<file path="src/rtl/instruction_fetch_stage.sv">
// ---------------------------------------------------------------------------
// instruction_fetch_stage
//
// Fetch stage in front of the program-memory ROM. It owns the program
// counter, presents a ROM byte address rebased so TEXT_BASE maps to ROM
// word 0, and registers the combinational ROM read data into the IF/ID
// pipeline register. It supports decode-stage stall, execute-stage redirect
// with flush, and range/alignment checking.
//
// Ports:
//   clk              rising-edge clock
//   reset            synchronous, active-high reset (highest priority)
//   Stall            hold PC, IF/ID and FetchCount
//   Redirect         load RedirectAddress into PC and flush IF/ID
//   RedirectAddress  byte target of the redirect
//   Instruction      ROM read data for MemAddress (same cycle)
//   MemAddress       PC - TEXT_BASE, drives the ROM address
//   PC               current program counter
//   IFID_Instruction registered fetched instruction
//   IFID_PCPlus4     registered PC+4 of that instruction
//   IFID_Valid       IF/ID holds a real instruction (0 = bubble)
//   OutOfRange       MemAddress lies beyond the ROM (combinational)
//   MisalignedFault  sticky: a redirect target was not word aligned
//   FetchCount       number of valid instructions loaded into IF/ID
// ---------------------------------------------------------------------------
module instruction_fetch_stage #(
    parameter int                    DATA_WIDTH   = 32,
    parameter int                    MEMORY_DEPTH = 32,
    parameter logic [DATA_WIDTH-1:0] TEXT_BASE    = 32'h0040_0000,
    parameter logic [DATA_WIDTH-1:0] NOP_WORD     = 32'h0000_0000
) (
    input  logic                  clk,
    input  logic                  reset,
    input  logic                  Stall,
    input  logic                  Redirect,
    input  logic [DATA_WIDTH-1:0] RedirectAddress,
    input  logic [DATA_WIDTH-1:0] Instruction,
    output logic [DATA_WIDTH-1:0] MemAddress,
    output logic [DATA_WIDTH-1:0] PC,
    output logic [DATA_WIDTH-1:0] IFID_Instruction,
    output logic [DATA_WIDTH-1:0] IFID_PCPlus4,
    output logic                  IFID_Valid,
    output logic                  OutOfRange,
    output logic                  MisalignedFault,
    output logic [31:0]           FetchCount
);

    localparam logic [DATA_WIDTH-1:0] ROM_BYTES = DATA_WIDTH'(MEMORY_DEPTH * 4);

    // Byte offset into the ROM; a PC below TEXT_BASE wraps to a huge value
    // and is therefore caught by the same unsigned compare.
    function automatic logic beyond_rom(input logic [DATA_WIDTH-1:0] offset);
        return (offset >= ROM_BYTES);
    endfunction

    // Word-align a redirect target by clearing the byte-offset bits.
    function automatic logic [DATA_WIDTH-1:0] word_align(input logic [DATA_WIDTH-1:0] addr);
        return {addr[DATA_WIDTH-1:2], 2'b00};
    endfunction

    logic [DATA_WIDTH-1:0] pc_p0;
    logic [DATA_WIDTH-1:0] mem_addr_p0;
    logic [DATA_WIDTH-1:0] pc_plus4_p0;
    logic                  oor_p0;

    logic [DATA_WIDTH-1:0] instr_p1;
    logic [DATA_WIDTH-1:0] pc_plus4_p1;
    logic                  vld_p1;
    logic                  fault_q;
    logic [31:0]           fetch_cnt_q;

    // ---- stage p0: PC presents an address, ROM answers combinationally ----
    assign mem_addr_p0 = pc_p0 - TEXT_BASE;
    assign pc_plus4_p0 = pc_p0 + DATA_WIDTH'(4);
    assign oor_p0      = beyond_rom(mem_addr_p0);

    always_ff @(posedge clk) begin
        if (reset) begin
            pc_p0 <= TEXT_BASE;
        end else if (Redirect) begin
            pc_p0 <= word_align(RedirectAddress);
        end else if (!Stall) begin
            // The PC advances even past the ROM end so software-visible
            // fetch order is unaffected by the range check.
            pc_p0 <= pc_plus4_p0;
        end
    end

    // ---- stage p1: IF/ID pipeline register ----
    always_ff @(posedge clk) begin
        if (reset) begin
            instr_p1    <= NOP_WORD;
            pc_plus4_p1 <= '0;
            vld_p1      <= 1'b0;
            fetch_cnt_q <= '0;
        end else if (Redirect) begin
            // Flush: the word presented this cycle is on the wrong path.
            instr_p1    <= NOP_WORD;
            pc_plus4_p1 <= '0;
            vld_p1      <= 1'b0;
        end else if (!Stall) begin
            pc_plus4_p1 <= pc_plus4_p0;
            if (oor_p0) begin
                instr_p1 <= NOP_WORD;
                vld_p1   <= 1'b0;
            end else begin
                instr_p1    <= Instruction;
                vld_p1      <= 1'b1;
                fetch_cnt_q <= fetch_cnt_q + 32'd1;
            end
        end
    end

    // Sticky until reset; a stall does not mask a redirect's fault.
    always_ff @(posedge clk) begin
        if (reset) begin
            fault_q <= 1'b0;
        end else if (Redirect && (RedirectAddress[1:0] != 2'b00)) begin
            fault_q <= 1'b1;
        end
    end

    assign MemAddress       = mem_addr_p0;
    assign PC               = pc_p0;
    assign OutOfRange       = oor_p0;
    assign IFID_Instruction = instr_p1;
    assign IFID_PCPlus4     = pc_plus4_p1;
    assign IFID_Valid       = vld_p1;
    assign MisalignedFault  = fault_q;
    assign FetchCount       = fetch_cnt_q;

endmodule

</file>
<file path="config.mk">
export PLATFORM = sky130hd
export DESIGN_NAME = instruction_fetch_stage
export DESIGN_NICKNAME = d
export VERILOG_FILES = /design/src/rtl/instruction_fetch_stage.sv
export SDC_FILE = /design/constraint.sdc
export NUM_CORES = 1
export LEC_CHECK = 0
export BUFFER_PORTS_ARGS = -buffer_cell sky130_fd_sc_hd__buf_2
export CAP_MARGIN = 20
export CORE_MARGIN = 2
export CORE_UTILIZATION = 54
export CTS_CLUSTER_SIZE = 16
export DETAILED_ROUTE_END_ITERATION = 12
export MAX_ROUTING_LAYER = met4
export PLACE_DENSITY = 0.86
export SYNTH_ARGS = -nofsm -noshare
export SYNTH_HDL_FRONTEND = slang
export SYNTH_SLANG_ARGS = --single-unit
</file>
<file path="constraint.sdc">
create_clock -name clk -period 6.4 [get_ports clk]
set_input_delay 0.64 -clock clk [delete_from_list [all_inputs] [get_ports clk]]
set_output_delay 0.64 -clock clk [all_outputs]
set_load 0.05 [all_outputs]
</file>
## Word-level counts from Yosys, hierarchy flattened

Cells that the tools add are included.
Widths: inputs -> output; s select.

| word-level totals | value |
|---|---|
| flip-flop bits (word level) | 130 |
| word-level logic and storage cells | 23 |
| bits of input ports | 68 |
| output and inout port bits | 163 |

| cells by class | value |
|---|---|
| eq/ne operators | 1 |
| add/sub/neg operators | 3 |
| bitwise gates (word level) | 3 |
| order comparisons | 1 |
| mux-type cells | 4 |
| reduce and logical (&&, ||, !) cells | 4 |

Operators with widths:

| kind | number |
|---|---|
| $mux 32 | 3 |
| $add 32x1->32 const B | 1 |
| $add 32x3->32 const B | 1 |
| $ge 32x8->1 const B | 1 |
| $sub 32x23->32 const B | 1 |
| $not 1->1 | 3 |
| $reduce_and 3->1 | 1 |
| $ne 2x1->1 const B | 1 |
| $reduce_bool 2->1 | 1 |
| $reduce_or 2->1 | 1 |
| $logic_and 1x1->1 | 1 |
| $mux 1 | 1 |

## Logic depth before layout (Yosys ltp)

Gate-level depths: netlist of the first run.

| logic depth | value |
|---|---|
| depth in word-level cells | 4 |
| gate-level depth with buffers | 11 |
| depth with buffers taken out | 8 |

## Least setup slack after synthesis of the first run

No wires, ideal clock.

| timing | value |
|---|---|
| path type | flip-flop to output port |
| start point | reg pc_p0[22], in the netlist PC[22] |
| end point | out OutOfRange |
| path slack | 2.547 ns |
| cell stages (with the launch flop) | 8 |
| path buffers | 1 |
| data arrival time | 3.213 ns |
| required time | 5.760 ns |
| path through | dfxtp_1 buf_2 inv_1 ha_1 xor2_1 or4b_4 a2111oi_4 nand3_1 |

| on the way | value |
|---|---|
| word-level cells in the longest chain between the ends | 2 |

RTL lines:

| what | line | source |
|---|---|---|
| from (decl) | 61 | `logic [DATA_WIDTH-1:0] pc_p0;` |
| from (signal assigned) | 81 | `pc_p0 <= word_align(RedirectAddress);` |
| from (signal assigned) | 85 | `pc_p0 <= pc_plus4_p0;` |
| $sub 32x23->32 | 73 | `assign mem_addr_p0 = pc_p0 - TEXT_BASE;` |
| net MemAddress[22] | 38 | `output logic [DATA_WIDTH-1:0] MemAddress,` |
| $ge 32x8->1 | 53 | `return (offset >= ROM_BYTES);` |
| to (decl) | 43 | `output logic OutOfRange,` |

The timed path passes the listed nets, and every way through them passes these cells.

## Worst setup path after layout of the first run

| timing | value |
|---|---|
| start point | reg pc_p0[22], in the netlist PC[22] |
| end point | reg fetch_cnt_q[8], in the netlist FetchCount[8] |

| on the way | value |
|---|---|
| word-level cells in the longest chain between the ends | 4 |

RTL lines:

| what | line | source |
|---|---|---|
| $sub 32x23->32 | 73 |  |
| $ge 32x8->1 | 53 |  |
| $not 1->1 (no source line) | n/a |  |
| $reduce_and 3->1 (no source line) | n/a |  |
| to (signal assigned) | 109 | `fetch_cnt_q <= fetch_cnt_q + 32'd1;` |
| to (decl) | 70 | `logic [31:0] fetch_cnt_q;` |

No other way between the ends.
A chain may end at the register's enable or synchronous reset.

==> run summary, run 1 <==
RUN STATUS
---------------------------------------------------------------------------------
Outcome                                                              complete, no violations

LOGIC SYNTHESIS
---------------------------------------------------------------------------------
Average footprint of a synthesized cell                                 8.254 µm²
Fraction of synthesized cell area in xor and xnor cells                   0.07860
Number of storage elements in the synthesis netlist                           126
Compound-cell area share of the yosys netlist                              0.1821
Cell type with the highest aggregate area in the netlist             sky130_fd_sc_hd__dfxtp_1
Gate count of the mapped netlist                                              756
EDFF count, synth                                                               0
Synth warnings                                                                  0
Area of the mapped netlist                                           0.006240 mm²
Portion of the post-synthesis area used by sequential elements             0.4043
Async set-reset flop share out of synthesis                                     0
Simple-gate portion of the synthesized area                                0.2238
Share of the synthesized area in the top cell type                         0.4043
Post-synthesis cell type count                                                 48
Most used flip-flop cell after synthesis                             sky130_fd_sc_hd__dfxtp_1
Combinational family with the most area after synthesis              simple AND/OR/NAND/NOR gates
Top area cells in the synthesized netlist                            sky130_fd_sc_hd__dfxtp_1 (40%), sky130_fd_sc_hd__a21oi_1 (5.8%), sky130_fd_sc_hd__xnor2_1 (4.9%)
Area share of fa/ha/maj cells after synthesis                             0.01203
Share of synthesized area spent on multiplexers                           0.01945

TIMING
---------------------------------------------------------------------------------
Total negative setup slack                                                   0 ns
Share of the cycle needed by the critical path after routing               0.5750
Transition at the pin with the smallest max-transition slack            0.9767 ns
Number of hold violations in the final report                                   0
Post-layout minimum cycle time                                           3.680 ns
Final setup violation count                                                     0
Number of max-slew violations in the final report                               0
RSZ-0062 raised after global routing                                        false
Max-slew headroom at the worst pin                                         0.3465
Post-route clock skew                                                 0.007224 ns
Highest clock rate                                                     0.2717 GHz

PWR
---------------------------------------------------------------------------------
Total design power                                                        2044 µW
Pint                                                                      1475 µW
Part of the power in combinational logic                                    0.138
Sequential fraction of design power                                         0.410
Power per cell area                                                  263.8 mW/mm²
Maximum ir drop on the vdd rail                                         0.2177 mV
Switching part of the total power                                          0.2784
Leak Pwr                                                              0.003386 µW
Clock network fraction of total power                                       0.452
Switching pwr                                                            569.0 µW

SETUP PATH
---------------------------------------------------------------------------------
Worst Setup SP                                                       PC[22]$_SDFFE_PP1P_
Capture point of the worst reg-to-reg path                           FetchCount[8]$_SDFFE_PP0P_
Standard cell with the maximum stage delay on the critical path      sky130_fd_sc_hd__or4_1
Ordered cell list for the critical path                              inv_1 > ha_1 > xor2_1 > or4b_4 > a2111oi_4 > nand4_2 > or4_1 > a21oi_1
Highest cell delay on the worst timing path                               0.71 ns
Reg-to-reg slack, setup                                                   2.72 ns
Critical setup path kind                                             register to register
Number of cells on the worst reg-to-reg path                                    8
Worst reg2reg startpoint                                             PC[22]$_SDFFE_PP1P_
Kind of end point of the critical path                                   register
Arrival time of data at the critical path endpoint                        4.02 ns
Crit path required time                                                   6.74 ns
Maximum fanout encountered on the critical timing path                         32
Startpoint class of the critical path                                    register

CLOCK TREE
---------------------------------------------------------------------------------
Hold buffer count at CTS                                                        0
CTS clock-pin slew for the worst setup and hold paths                     0.05 ns
Number of clock buffers inserted by TritonCTS                                  17
CTS H-tree lvls                                                                 4
Number of gates given a new drive strength after cts                            0
Post-CTS Repair Setup Buffers                                                   0
CTS tree                                                                    built
Maximum clock path buffer count                                                 2
Source-to-sink clock delay at the later pin of the worst-skew pair        0.42 ns
Root buffer cell                                                     sky130_fd_sc_hd__clkbuf_16
Total clock sinks                                                             126

ROUTE
---------------------------------------------------------------------------------
Met2 routed WL                                                            8109 µm
Total met3 wirelength after detailed routing                              1317 µm
Total number of vias                                                         6135
Detailed-routing iteration count for the pre-antenna-repair pass                4
Final routed wirelength across all metal layers                          16760 µm
DR DRC count                                                                    0
Routed length on met1                                                     7082 µm
Via density per instance                                                    5.691
Routed wire per std cell                                                 15.54 µm
Highest layer used for signal routing                                        met4
Iter 0 DRT Violations                                                         478
Count of nets left with antenna violations after detail routing                 0

FLOORPLAN
---------------------------------------------------------------------------------
Total Die Area                                                        0.01243 mm²
Effective utilization at floorplan                                         0.5488
Core Rows                                                                      39
Horiz. Die Dim                                                           111.5 µm
Core Footprint                                                        0.01137 mm²
Top-level port count                                                          231
Chip height                                                              111.5 µm

CELLS AND AREA
---------------------------------------------------------------------------------
Layout cell share with drive strength beyond 1                             0.2901
Final net count                                                               997
Filler Cells Inserted                                                         908
Synth-to-Final Area Change                                                 24.18%

GRT
---------------------------------------------------------------------------------
Total global routing overflow                                                   0
Global routing usage summed across all routing layers                      0.2728
Initial antenna violation count                                                 1
Global-route wire length before repair                                   27020 µm
Vias in the first global route                                               5464
Maximum number of pins on one net before global-route repair                   51

PLACEMENT
---------------------------------------------------------------------------------
HPWL reported at the end of detailed placement                           11480 µm
RePlAce Congestion                                                         0.8906
Total of buffers placed on input and output ports                             224

MIN PATH
---------------------------------------------------------------------------------
Hold path startpoint                                                 Instruction[1]
Capture endpoint of the worst hold path                              IFID_Instruction[1]$_SDFFE_PP0N_
Worst hold path depth                                                           2
Min-delay worst type                                                 primary input to register

JOB
---------------------------------------------------------------------------------
Number of max-cap violations                                                    0

final cells by class:
type | count | area [µm²] | area share
Antenna cell | 1 | 2.502 | 0.0003229
Clock buffer | 23 | 478.0 | 0.06168
Clock inverter | 7 | 87.58 | 0.01130
Inverter | 17 | 63.81 | 0.008235
Multi-Input combinational cell | 531 | 3249 | 0.4193
Sequential cell | 126 | 2522 | 0.3255
Tap cell | 143 | 178.9 | 0.02309
Timing Repair Buffer | 230 | 1166 | 0.1505
flip-flops by register name (all words and copies together), names as in the netlist:
register and count:
FetchCount 32, IFID_Instruction 32, IFID_PCPlus4 30, IFID_Valid 1
MisalignedFault 1, PC 30
kinds of logic (layout without fill, tap and decap cells):
kind of cell | after synthesis | count (layout)
AND/OR/NAND/NOR | 271 | 271
AO/OA/AOI/OAI | 180 | 180
flip-flops | 126 | 126
buffers and inverters | 104 | 277
XOR/XNOR | 56 | 56
multiplexers | 12 | 12
adder cells (fa/ha/maj) | 6 | 6
other | 1 | 7
worst max-delay path: cells and delay by family, from the launching register on:
family | cells | cell delay (ns)
adders and majority gates | 1 | 0.29
AOI/OAI and AO/OA | 2 | 0.47
and+or+nand+nor | 3 | 1.92
DFF | 1 | 0.58
buffers and inverters | 1 | 0.17
xor gates and xnor gates | 1 | 0.17
Yosys cell counts (all sizes together), types with 4 or more instances:
cell / instances
dfxtp: 126
a21oi: 72
nor2: 68
nand2: 54
clkbuf: 53
o21ai: 40
xnor2: 35
buf: 34
a22o: 32
nand3: 25
nor3: 23
xor2: 21
nand4: 20
or3: 20
inv: 17
o31ai: 17
or4: 17
nor4: 16
mux2i: 11
and3: 6
and4: 6
ha: 6
a211oi: 5
nor2b: 5
or2: 4
through the flow:
step             util  worst slack [ns]  hold WS [ns]  cell area (µm²)  instances
6_report       0.6815             2.720        0.4283             7749       1078
3_5_place_dp   0.6316             2.805        0.4360             7181       1047
5_1_grt        0.6815             2.410        0.4204             7749       1078
4_1_cts        0.6813             2.778        0.4151             7746       1077
3_3_place_gp   0.6316             2.965        0.4323             7181       1047
2_1_floorplan       -             2.547        0.6639             6259        761
how the worst max path moves through the flow:
stage	to	slack [ns]	depth (start not counted)
4_1_cts	FetchCount[24]$_SDFFE_PP0P_	2.78	8
5_1_grt	FetchCount[8]$_SDFFE_PP0P_	2.41	8
2_1_floorplan	OutOfRange	2.55	7
3_3_place_gp	FetchCount[24]$_SDFFE_PP0P_	2.97	8
6_report	FetchCount[8]$_SDFFE_PP0P_	2.72	8
3_5_place_dp	FetchCount[22]$_SDFFE_PP0P_	2.81	8
cell usage in the layout, fill, tap and decap left out, drive strengths merged, types with 20 or more instances in the layout:
cell type / instances
nand3: 25
or3: 20
xor2: 21
clkbuf: 23
o21ai: 40
dfxtp: 126
nor2: 68
a21oi: 72
a22o: 32
nand4: 20
xnor2: 35
nand2: 54
nor3: 23
buf: 230
power by group through the flow:
stage               clock, µW  combinational, µW  sequential (µW)
floorplan                   0                172              900
detailed placement          0                281              854
global route              973                300              842
CTS                       935                282              838
global placement            0                279              854
finish                    923                282              839
per-layer routing:
metal / GRT usage / up-vias
met5: - / -
met3: 0.07186 / 21
met4: 0.08477 / 0
met1: 0.3444 / 2838
li1: - / 3001
met2: 0.4305 / 275
Power figures use the tool's default switching activity.
==> run 2: changes to the inputs <==
Settings changed: CORE_UTILIZATION 54 to 50, PLACE_DENSITY 0.86 to 0.81.
Clock period 6.4 ns to 3.5 ns, I/O delays scaled along.
==> run 2 against run 1 <==
  * Via count about the same
  * Global-route usage down 1.5 points
  * Total power up 89%
  * Clock power up 96%
  * First-iteration DRC count down 22%
  * Sequential cell count unchanged
  * Worst hold slack worse by 0.29 ns
  * Count of clock-buffer cells in the layout down 4
  * Critical path type unchanged
==> run summary, run 2 (synthesis results as in run 1) <==
RUN STATUS
---------------------------------------------------------------------------------
Outcome                                                              complete, no violations

ROUTE
---------------------------------------------------------------------------------
Detailed-routing iteration count for the pre-antenna-repair pass                5   +1
Total number of vias                                                         6132   -0.049%
Total met3 wirelength after detailed routing                              1272 µm   -3.4%
Highest layer used for signal routing                                        met4
Routed wire per std cell                                                 15.52 µm   -0.15%
Routed length on met1                                                     7464 µm   +5.4%
Final routed wirelength across all metal layers                          17230 µm   +2.8%
Count of nets left with antenna violations after detail routing                 0   unchanged
Met2 routed WL                                                            8195 µm   +1.1%
DR DRC count                                                                    0   unchanged
Via density per instance                                                    5.524   -2.9%
Iter 0 DRT Violations                                                         373   -22%

TIMING
---------------------------------------------------------------------------------
Highest clock rate                                                     0.3319 GHz   +22%
Post-route setup slack                                                  0.4868 ns   -2.233 ns
Final setup violation count                                                     0   unchanged
Worst Hold Slack                                                        0.1404 ns   -0.2879 ns
Number of hold violations in the final report                                   0   unchanged
RSZ-0062 raised after global routing                                        false
Number of max-slew violations in the final report                               0   unchanged
Post-layout minimum cycle time                                           3.013 ns   -0.6669 ns
Post-route clock skew                                                 0.007260 ns   +0.00003599 ns
Max-slew headroom at the worst pin                                         0.4251   +0.07862
Total negative setup slack                                                   0 ns   unchanged
Transition at the pin with the smallest max-transition slack            0.8592 ns   -0.1175 ns
Share of the cycle needed by the critical path after routing               0.8609   +0.2859

CLOCK TREE
---------------------------------------------------------------------------------
Number of gates given a new drive strength after cts                            0   unchanged
Source-to-sink clock delay at the later pin of the worst-skew pair        0.42 ns   about the same
Number of clock buffers inserted by TritonCTS                                  17   unchanged
Hold buffer count at CTS                                                        0   unchanged
CTS H-tree lvls                                                                 4   unchanged
CTS tree                                                                    built
Post-CTS Repair Setup Buffers                                                   0   unchanged
CTS clock-pin slew for the worst setup and hold paths                     0.06 ns   about the same
Total clock sinks                                                             126   unchanged
Maximum clock path buffer count                                                 2   unchanged
Root buffer cell                                                     sky130_fd_sc_hd__clkbuf_16

GRT
---------------------------------------------------------------------------------
Maximum number of pins on one net before global-route repair                   52   +2.0%
Initial antenna violation count                                                 1   unchanged
Total global routing overflow                                                   0   unchanged
Global-route wire length before repair                                   26650 µm   -1.4%
Global routing usage summed across all routing layers                      0.2581   -0.01464
Vias in the first global route                                               5397   -1.2%

PLACEMENT
---------------------------------------------------------------------------------
Total of buffers placed on input and output ports                             224   unchanged
Post-place setup slack                                                  0.5330 ns   -2.272 ns
RePlAce Congestion                                                         0.8999   +1.0%
HPWL reported at the end of detailed placement                           11600 µm   +1.1%

SETUP PATH
---------------------------------------------------------------------------------
Reg-to-reg slack, setup                                                   0.49 ns   -2.23 ns
Arrival time of data at the critical path endpoint                        3.35 ns   -0.67 ns
Standard cell with the maximum stage delay on the critical path      sky130_fd_sc_hd__or4b_4
Capture point of the worst reg-to-reg path                           FetchCount[30]$_SDFFE_PP0P_
Number of cells on the worst reg-to-reg path                                    9   +1
Crit path required time                                                   3.84 ns   -2.90 ns
Critical setup path kind                                             register to register
Highest cell delay on the worst timing path                               0.56 ns   -0.15 ns
Number of buffers and inverters on the critical path                            2   +1
Ordered cell list for the critical path                              clkinvlp_4 > ha_1 > xor2_2 > or4b_4 > a2111oi_4 > nand4_2 > buf_4 > or4_1 > a21oi_1
Cell type group with the largest total delay on the critical path    simple AND/OR/NAND/NOR gates
Worst reg2reg startpoint                                             PC[22]$_SDFFE_PP1P_
Kind of end point of the critical path                                   register
Maximum fanout encountered on the critical timing path                         32   unchanged
Startpoint class of the critical path                                    register

CELLS AND AREA
---------------------------------------------------------------------------------
Synth-to-Final Area Change                                                 26.33%
Commonest cells after routing, fill and taps aside                   sky130_fd_sc_hd__buf_2 (224), sky130_fd_sc_hd__dfxtp_1 (125), sky130_fd_sc_hd__a21oi_1 (72)
Layout cell share with drive strength beyond 1                             0.3018   +0.01166
Most common cell after layout, fill and taps aside                   sky130_fd_sc_hd__buf_2
Post-layout util                                                           0.6508   -0.03070
Final net count                                                              1002   +0.50%

PWR
---------------------------------------------------------------------------------
Leak Pwr                                                              0.003425 µW   +1.2%
Power per cell area                                                  490.4 mW/mm²   +86%
Maximum ir drop on the vdd rail                                         0.2711 mV   +25%

FLOORPLAN
---------------------------------------------------------------------------------
Core Footprint                                                        0.01211 mm²   +6.5%
Core Rows                                                                      40   +2.6%
Top-level port count                                                          231   unchanged
Horiz. Die Dim                                                           115.7 µm   +3.8%
Chip height                                                              115.7 µm   +3.8%
Effective utilization at floorplan                                         0.5152   -0.03362
Total Die Area                                                        0.01339 mm²   +7.7%

JOB
---------------------------------------------------------------------------------
Number of max-cap violations                                                    0   unchanged

MIN PATH
---------------------------------------------------------------------------------
Capture endpoint of the worst hold path                              IFID_Instruction[23]$_SDFFE_PP0N_
Min-delay worst type                                                 primary input to register
Hold path startpoint                                                 Instruction[23]
Worst hold path depth                                                           2   unchanged

[run 2: area by class of cell]
cell class	count	area (µm²)
well taps	168	210.2
flip-flops and latches	126	2526
repair buffers	235	1204
clock buffers	19	452.9
clock inverters	13	162.7
multi-input cells	531	3257
inverters	17	67.56
diodes	1	2.502
fillers	1098	4229
[run 2: worst max path at each step]
stage / from / endpoint / slack, ns / cells past startpoint
after floorplan: PC[22]$_SDFFE_PP1P_ / FetchCount[22]$_SDFFE_PP0P_ / 0.009 / 10
after global placement: PC[22]$_SDFFE_PP1P_ / FetchCount[16]$_SDFFE_PP0P_ / 0.62 / 9
after detailed placement: PC[22]$_SDFFE_PP1P_ / FetchCount[29]$_SDFFE_PP0P_ / 0.53 / 9
after CTS: PC[22]$_SDFFE_PP1P_ / FetchCount[30]$_SDFFE_PP0P_ / 0.50 / 9
after global routing: PC[22]$_SDFFE_PP1P_ / FetchCount[12]$_SDFFE_PP0P_ / 0.33 / 9
final: PC[22]$_SDFFE_PP1P_ / FetchCount[30]$_SDFFE_PP0P_ / 0.49 / 9
[run 2: routing by layer]
layer  track usage  vias up
li1              -     3004
met1        0.3268     2842
met2        0.4058      260
met3       0.06381       26
met4       0.08492        0
met5             -        -
[run 2: report_power, final]
part | switching [µW] | total [µW] | internal [µW] | leakage, µW
clock | 652 | 1810 | 1160 | 0.000304
combinational | 382 | 522 | 140 | 0.00210
sequential | 64.2 | 1530 | 1470 | 0.00102
total | 1100 | 3870 | 2770 | 0.00342
[run 2: metrics by stage]
| stage | total power (µW) | instance area [µm²] | instances |
|---|---|---|---|
| after detailed placement | 2082 | 7264 | 1077 |
| after CTS | 3885 | 7880 | 1109 |
| final | 3866 | 7883 | 1110 |
| after floorplan | 1963 | 6274 | 761 |
| after global routing | 3996 | 7883 | 1110 |
| after global placement | 2077 | 7264 | 1077 |
